`config.mk`:
```
export PLATFORM = sky130hd
export DESIGN_NAME = serial_feeder
export DESIGN_NICKNAME = d
export VERILOG_FILES = /design/src/rtl/serial_feeder_pkg.sv /design/src/rtl/serial_feeder_fifo.sv /design/src/rtl/serial_feeder.sv
export SDC_FILE = /design/constraint.sdc
export NUM_CORES = 1
export LEC_CHECK = 0
export CORE_MARGIN = 3
export CORE_UTILIZATION = 35
export CTS_CLUSTER_DIAMETER = 60
export DETAILED_ROUTE_END_ITERATION = 7
export DONT_BUFFER_PORTS = 1
export PLACE_DENSITY_LB_ADDON = 0.25
export SLEW_MARGIN = 30
export SYNTH_ARGS = -nofsm -noshare
export SYNTH_HDL_FRONTEND = slang
export SYNTH_HIERARCHICAL = 1
export SYNTH_SLANG_ARGS = --single-unit
```
`constraint.sdc`:
```
create_clock -name clk -period 3.91 [get_ports clk]
set_clock_uncertainty 0.05 [all_clocks]
set_input_delay 1.173 -clock clk [delete_from_list [all_inputs] [get_ports clk]]
set_output_delay 1.173 -clock clk [all_outputs]
set_load 0.01 [all_outputs]
```
`src/rtl/serial_feeder_pkg.sv`:
```
// Shared types and defaults for the serial_feeder parallel-to-serial front end.
package serial_feeder_pkg;

  typedef enum logic [1:0] {
    IDLE   = 2'd0,
    SHIFT  = 2'd1,
    PARITY = 2'd2
  } state_t;

  localparam int   SF_W        = 8;
  localparam int   SF_DEPTH    = 4;
  localparam logic SF_IDLE_BIT = 1'b1;

  // Number of bits needed to index 'value' distinct items.
  function automatic int clog2(input int value);
    int result;
    int v;
    result = 0;
    v      = value - 1;
    while (v > 0) begin
      result = result + 1;
      v      = v >> 1;
    end
    return result;
  endfunction

endpackage

```
`src/rtl/serial_feeder_fifo.sv`:
```
// Word FIFO with registered read/write pointers; the head word is presented combinationally.
module serial_feeder_fifo
  import serial_feeder_pkg::*;
#(
  parameter int W     = SF_W,
  parameter int DEPTH = SF_DEPTH
) (
  input  logic         clk,
  input  logic         rst,
  input  logic         push,
  input  logic         pop,
  input  logic [W-1:0] wdata,
  output logic [W-1:0] rdata,
  output logic         full,
  output logic         empty
);

  localparam int AW = clog2(DEPTH);

  // The extra pointer MSB tells a full FIFO apart from an empty one.
  logic [AW:0]  wptr_q;
  logic [AW:0]  rptr_q;
  logic [W-1:0] mem_q [DEPTH];
  logic         do_push;
  logic         do_pop;

  assign do_push = push && !full;
  assign do_pop  = pop && !empty;

  always_ff @(posedge clk or posedge rst) begin
    if (rst) begin
      wptr_q <= '0;
      rptr_q <= '0;
    end else begin
      if (do_push) wptr_q <= wptr_q + 1'b1;
      if (do_pop)  rptr_q <= rptr_q + 1'b1;
    end
  end

  // NOTE: storage is deliberately not reset; the pointers alone define which entries are live.
  always_ff @(posedge clk) begin
    if (do_push) mem_q[wptr_q[AW-1:0]] <= wdata;
  end

  assign rdata = mem_q[rptr_q[AW-1:0]];
  assign full  = (wptr_q[AW] != rptr_q[AW]) && (wptr_q[AW-1:0] == rptr_q[AW-1:0]);
  assign empty = (wptr_q == rptr_q);

endmodule

```
`src/rtl/serial_feeder.sv`:
```
// Buffers words and shifts them out MSB-first, one bit per clk, with an idle level between frames.
// Define SERIAL_FEEDER_PARITY_EN to append one even-parity bit after every word.
module serial_feeder
  import serial_feeder_pkg::*;
#(
  parameter int   W        = SF_W,
  parameter int   DEPTH    = SF_DEPTH,
  parameter logic IDLE_BIT = SF_IDLE_BIT
) (
  input  logic         clk,
  input  logic         rst,
  input  logic [W-1:0] in_data,
  input  logic         in_valid,
  output logic         in_ready,
  output logic         dout,
  output logic         dout_valid,
  output logic         frame_start
);

  localparam int            CW       = clog2(W);
  localparam logic [CW-1:0] LAST_CNT = CW'(W - 1);

  state_t       state_q, state_d;
  logic [W-1:0] shreg_q, shreg_d;
  logic [CW-1:0] cnt_q, cnt_d;
  logic         dout_q, dout_d;
  logic         dv_q, dv_d;
  logic         fs_q, fs_d;
`ifdef SERIAL_FEEDER_PARITY_EN
  logic         parity_q, parity_d;
`endif

  logic         fifo_full;
  logic         fifo_empty;
  logic         fifo_pop;
  logic [W-1:0] head;
  logic         load;
  logic         go_idle;

  assign in_ready = !fifo_full;

  serial_feeder_fifo #(
    .W     (W),
    .DEPTH (DEPTH)
  ) u_fifo (
    .clk   (clk),
    .rst   (rst),
    .push  (in_valid && in_ready),
    .pop   (fifo_pop),
    .wdata (in_data),
    .rdata (head),
    .full  (fifo_full),
    .empty (fifo_empty)
  );

  always_ff @(posedge clk or posedge rst) begin
    if (rst) begin
      state_q  <= IDLE;
      shreg_q  <= '0;
      cnt_q    <= '0;
      dout_q   <= IDLE_BIT;
      dv_q     <= 1'b0;
      fs_q     <= 1'b0;
`ifdef SERIAL_FEEDER_PARITY_EN
      parity_q <= 1'b0;
`endif
    end else begin
      state_q  <= state_d;
      shreg_q  <= shreg_d;
      cnt_q    <= cnt_d;
      dout_q   <= dout_d;
      dv_q     <= dv_d;
      fs_q     <= fs_d;
`ifdef SERIAL_FEEDER_PARITY_EN
      parity_q <= parity_d;
`endif
    end
  end

  // NOTE: every signal driven here gets a default first so no path can infer a latch.
  always_comb begin
    state_d  = state_q;
    shreg_d  = shreg_q;
    cnt_d    = cnt_q;
    dout_d   = dout_q;
    dv_d     = dv_q;
    fs_d     = 1'b0;
    fifo_pop = 1'b0;
    load     = 1'b0;
    go_idle  = 1'b0;
`ifdef SERIAL_FEEDER_PARITY_EN
    parity_d = parity_q;
`endif

    case (state_q)
      IDLE: begin
        if (!fifo_empty) load = 1'b1;
        else             go_idle = 1'b1;
      end
      SHIFT: begin
        if (cnt_q != '0) begin
          dout_d  = shreg_q[W-1];
          shreg_d = {shreg_q[W-2:0], 1'b0};
          cnt_d   = cnt_q - 1'b1;
        end else begin
`ifdef SERIAL_FEEDER_PARITY_EN
          dout_d  = parity_q;
          dv_d    = 1'b1;
          state_d = PARITY;
`else
          if (!fifo_empty) load = 1'b1;
          else             go_idle = 1'b1;
`endif
        end
      end
`ifdef SERIAL_FEEDER_PARITY_EN
      PARITY: begin
        if (!fifo_empty) load = 1'b1;
        else             go_idle = 1'b1;
      end
`endif
      default: go_idle = 1'b1;
    endcase

    // The MSB goes straight to dout, so the shifter only keeps the remaining W-1 bits.
    if (load) begin
      fifo_pop = 1'b1;
      dout_d   = head[W-1];
      dv_d     = 1'b1;
      fs_d     = 1'b1;
      shreg_d  = {head[W-2:0], 1'b0};
      cnt_d    = LAST_CNT;
      state_d  = SHIFT;
`ifdef SERIAL_FEEDER_PARITY_EN
      parity_d = ^head;
`endif
    end

    if (go_idle) begin
      dout_d  = IDLE_BIT;
      dv_d    = 1'b0;
      state_d = IDLE;
    end
  end

  assign dout        = dout_q;
  assign dout_valid  = dv_q;
  assign frame_start = fs_q;

endmodule

```
Word-level counts from Yosys, hierarchy flattened

Memories as Yosys holds them, arrays and structs flattened.
Cells that the tools add are included.

Eq/ne operators: 4
Reduce and logical (&&, ||, !) cells: 15
Multiplexer cells: 23
$add $sub $neg: 3

Operators with widths:

| kind                                                                   | count |
|---|---|
| 8-bit two-way mux                                                      | 3 |
| 1-bit two-way mux                                                      | 13 |
| 3-bit two-way mux                                                      | 3 |
| 3-bit nonzero test                                                     | 3 |
| 3-bit by 1-bit adder with 3-bit output (second input constant)         | 2 |
| 2-bit nonzero test                                                     | 3 |
| 1-bit logical AND                                                      | 4 |
| 2-bit two-way mux                                                      | 2 |
| 1-bit one-hot mux with 2 select lines                                  | 2 |
| 2-bit AND reduction                                                    | 2 |
| 3-bit equality test                                                    | 1 |
| 3-bit by 1-bit subtractor with 3-bit output (second input constant)    | 1 |
| 2-bit by 1-bit equality test with 1-bit output (second input constant) | 1 |
| 2-bit equality test                                                    | 1 |
| 1-bit zero test                                                        | 2 |
| 2-bit zero test                                                        | 1 |
| 1-bit inequality test                                                  | 1 |

Output and inout port bits: 4
Register bits: 22
Memory bits (writable): 32
Word-level logic and storage cells: 54
Memories kept: 1

Memory list:

| name         | depth | bits a word | read ports | clocked after Yosys merged registers in | write ports | line                     | text |
|---|---|---|---|---|---|---|---|
| u_fifo.mem_q | 4     | 8           | 1          | 0                                       | 1           | serial_feeder_fifo.sv:23 | `logic [W-1:0] mem_q [DEPTH];` |

Longest topological paths before layout

Depth after elaboration: 7
Depth in mapped cells: 9

Cells and area by module

The synthesis kept the hierarchy.

Modules (own cells, without submodules):

| module             | cells each | area an instance (sq um) | times used |
|---|---|---|---|
| serial_feeder_fifo | 91         | 1679.1                   | 1 |
| serial_feeder      | 51         | 669.4                    | 1 |

Worst setup path after synthesis

No wires, ideal clock.

Kind: input-to-reg
Start: input in_valid
End: memory u_fifo/mem_q[3][0] (netlist bit) (enable)
Data required time: 3.495 ns
Arrival time: 1.921 ns
Slack: 1.574 ns
Library setup time: 0.365 ns
Cell stages on the path: 3
Cell sequence: nor2b_1 -> nand2_1 -> a31oi_2

Cells in the longest elaborated chain, start to end: 4

RTL lines:

| element                                 | line                     | text |
|---|---|---|
| start: declaration                      | serial_feeder.sv:13      | `input logic in_valid,` |
| 1-bit logical AND                       | serial_feeder.sv:48      | `.push (in_valid && in_ready),` |
| 1-bit logical AND                       | serial_feeder_fifo.sv:27 | `assign do_push = push && !full;` |
| 1-bit two-way mux                       | serial_feeder_fifo.sv:42 | `if (do_push) mem_q[wptr_q[AW-1:0]] <= wdata;` |
| 1-bit two-way mux (implied by the code) | serial_feeder_fifo.sv:42 |  |
| end: declaration                        | serial_feeder_fifo.sv:23 |  |

Every way passes these cells.

Worst setup path after layout

Start: register u_fifo.rptr_q[0]
End: output in_ready

Cells in the longest elaborated chain, start to end: 3

RTL lines:

| element                  | line                     | text |
|---|---|---|
| start: declaration       | serial_feeder_fifo.sv:22 | `logic [AW:0] rptr_q;` |
| start signal: assignment | serial_feeder_fifo.sv:36 | `if (do_pop) rptr_q <= rptr_q + 1'b1;` |
| 2-bit equality test      | serial_feeder_fifo.sv:46 | `assign full = (wptr_q[AW] != rptr_q[AW]) && (wptr_q[AW-1:0] == rptr_q[AW-1:0]);` |
| 1-bit logical AND        | serial_feeder_fifo.sv:46 |  |
| net fifo_full            | serial_feeder.sv:33      | `logic fifo_full;` |
| 1-bit zero test          | serial_feeder.sv:40      | `assign in_ready = !fifo_full;` |
| end: declaration         | serial_feeder.sv:14      | `output logic in_ready,` |

The timed path passes the listed nets, and every way through them passes these cells.

==> results.md <==
* WP data arrival at 1.62 ns
* Vias in the first global route at 1248
* DR DRC count at 0
* H-tree levels at 2
* Initial antenna violation count at 0
* Req. time, crit path at 2.69 ns
* EDFF count, synth at 32
* Final Hold Viols at 0
* Final instance area at 0.00251 mm^2
* Clock Root Buffer: clkbuf_8
* Fin crit period at 2.85 ns
* DR vias at 1129
* Max stage delay cell, worst path: dfrtp_1
* Total grt overflow at 0
* Sequential share of the synthesized area at 61.2%
* Dpl hpwl at 2.63 mm
* Worst skew pair latency at 0.30 ns
* MaxCap Viol Count at 0
* CP endpoint kind: output pin
* Count leader, synth: edfxtp_1
* Average size of a mapped cell at 16.5 um^2
* Syn Nets at 160
* Area post-placement at 0.00242 mm^2
* Layout cells sized above 1 at 19.7%
* Post-Syn Area at 0.00235 mm^2
* IO Port Bufs at 0
* Share of synthesized registers carrying an async set or reset at 37.3%
* Status: finished, final reports clean
* First-pass GRT wire length at 6.25 mm
* Core Area at 0.00642 mm^2
* Warnings from Yosys at 6
* Ranking of synthesized cells by area: edfxtp_1 (41%), dfrtp_1 (19%), mux4_1 (9.0%)
* DRT Pass-1 Iters at 4
* PwrDens at 751 mW/mm^2
* Setup violators final at 0
* Post-cts hold buffer count at 0
* Initial Util at 36.6%
* Gr usage total at 10.9%
* CP Class: register to output pin
* Die area at 0.00773 mm^2
* F_max at 351 MHz
* Period utilisation layout at 72.8%
* CTS clk-pin slew, worst paths at 0.09 ns
* Leakage power at 0.957 nW
* Die Width at 87.9 um
* Synth top cells by count: edfxtp_1 (32), dfrtp_1 (18), inv_1 (11)
* ANT nets after route at 0
* Dominant synthesized flop cell: edfxtp_1
* Die Ht at 87.9 um
* Worst vdd ir at 0.316 mV
* Postcts setup bufs at 0
* Routed length per instance at 16.7 um
* CP dominant cell by count: inv_1
* Antenna cells at 0
* Routability Congestion at 0.759
* Synth top area share at 40.9%
* FF+latch count, synth at 51
* Post-cts gate resize count at 0
* Biggest area consumer among synthesized cells: edfxtp_1
* Synth Instances at 142
* Final Max Tran Viols at 0
* Critical-path maximum fanout at 12
* Crit path buffers/inverters at 2
* CTS Sinks at 51
* HP Class: register to register
* CP delay by family, top: flip-flops
* CP peak stage delay at 0.78 ns
* Startpoint types: register
* Crit-path cells: xnor2_2 > nand3_2 > inv_1 > inv_1
* Detailed Route WL at 3.74 mm
* Bufs on Longest Clock Path at 2
* CTS tree: yes
* Worst-Margin Slew at 0.689 ns
* RSZ-0062 raised after global routing: no
* Final #Nets at 164
* Setup TNS at 0 ns
* Largest net degree at the start of global routing at 17
* Unique masters post-synth at 35
* Layout area overhead at 6.77%
* Vias per cell at 5.04
* Cts bufs inserted at 5
* Max-slew headroom at 54.1%
* IO Count at 15
* Detailed Route Iter0 Violations at 80
* Std cell rows at 29
==> through the flow <==
stage	setup slack (ns)	hold slack, ns	std cells	utilization, %	power (mW)
CTS	1.03	0.442	224	39.0	1.91
finish	1.06	0.439	224	39.0	1.88
detailed placement	1.30	0.429	216	37.7	1.61
global route	0.924	0.463	224	39.0	2.02
global placement	1.36	0.415	216	37.7	1.57
floorplan	1.57	0.396	142	-	1.47
==> flip-flops by register name, summed over array words and instances (netlist names) <==
| signal | cells |
|---|---|
| dout_valid | 1 |
| u_fifo/wptr_q | 3 |
| u_fifo/rptr_q | 3 |
| shreg_q | 7 |
| u_fifo/mem_q | 32 |
| cnt_q | 3 |
| dout | 1 |
| frame_start | 1 |
==> power by group <==
group	internal (mW)	total (mW)	switching [mW]
logic	0.371	0.721	0.350
clock network	0.129	0.298	0.169
registers	0.735	0.864	0.128
total	1.24	1.88	0.647
==> layout make-up <==
type	instances	area, um^2
timing repair buffer	1	7.51
clock inverter	2	16.3
multi-input combinational	76	836
clock buffer	6	72.6
fill	581	3920
inverter	11	41.3
tap	77	96.3
sequential	51	1440
==> layer usage <==
metal	vias to the layer above	share of wire, %	track usage, %
met5	-	0	0
met4	0	1.1	3.49
met3	5	3.4	3.57
met2	16	50	18.2
met1	574	45	13.4
li1	534	-	-
==> worst register-to-register path: cells and delay by family, from the launching register on <==
kind / cells / cell delay (ns)
simple gates: 3 / 0.58
xor+xnor: 1 / 0.23
compound gates: 1 / 0.52
buf+inv: 1 / 0.06
flops: 1 / 0.78
==> placed cells by master, fill, tap and decap left out, types with 2 or more instances in the layout <==
master / n
clkbuf_8: 5
mux4_1: 8
nand2_1: 4
xnor2_1: 4
inv_1: 11
nor2b_1: 3
nand2b_1: 3
ha_1: 7
xor2_2: 2
xor2_1: 2
mux2_4: 6
mux2i_1: 3
o31ai_1: 5
edfxtp_1: 32
nor3_1: 2
dfrtp_1: 18
mux2_2: 7
and3_1: 3
a21oi_1: 4
==> cells by family (layout without fill, tap and decap cells) <==
group                      after synthesis  after routing  share of synthesized area, %
and+or+nand+nor                         21             21                          5.17
muxes                                   24             24                          17.4
xor gates and xnor gates                 9              9                          4.32
buffers and inverters                   15             20                          3.20
adders and majority gates                7              7                          3.73
AOI/OAI and AO/OA                       15             15                          4.96
DFF                                     51             51                          61.2
==> final timing paths <==
check                                 start  slack, ns  cells after the start                  to
max in group asynchronous               rst       2.72                      1                dout
hold / removal                   shreg_q[7]       0.44                      2                dout
setup / recovery           u_fifo/rptr_q[0]       1.06                      4            in_ready
hold reg to reg                  shreg_q[7]       0.44                      2                dout
setup reg to reg           u_fifo/rptr_q[0]       1.34                      6  u_fifo/mem_q[3][1]
min in group asynchronous               rst       0.62                      1    u_fifo/wptr_q[0]
Note: power is estimated with default switching activity, not from simulation.
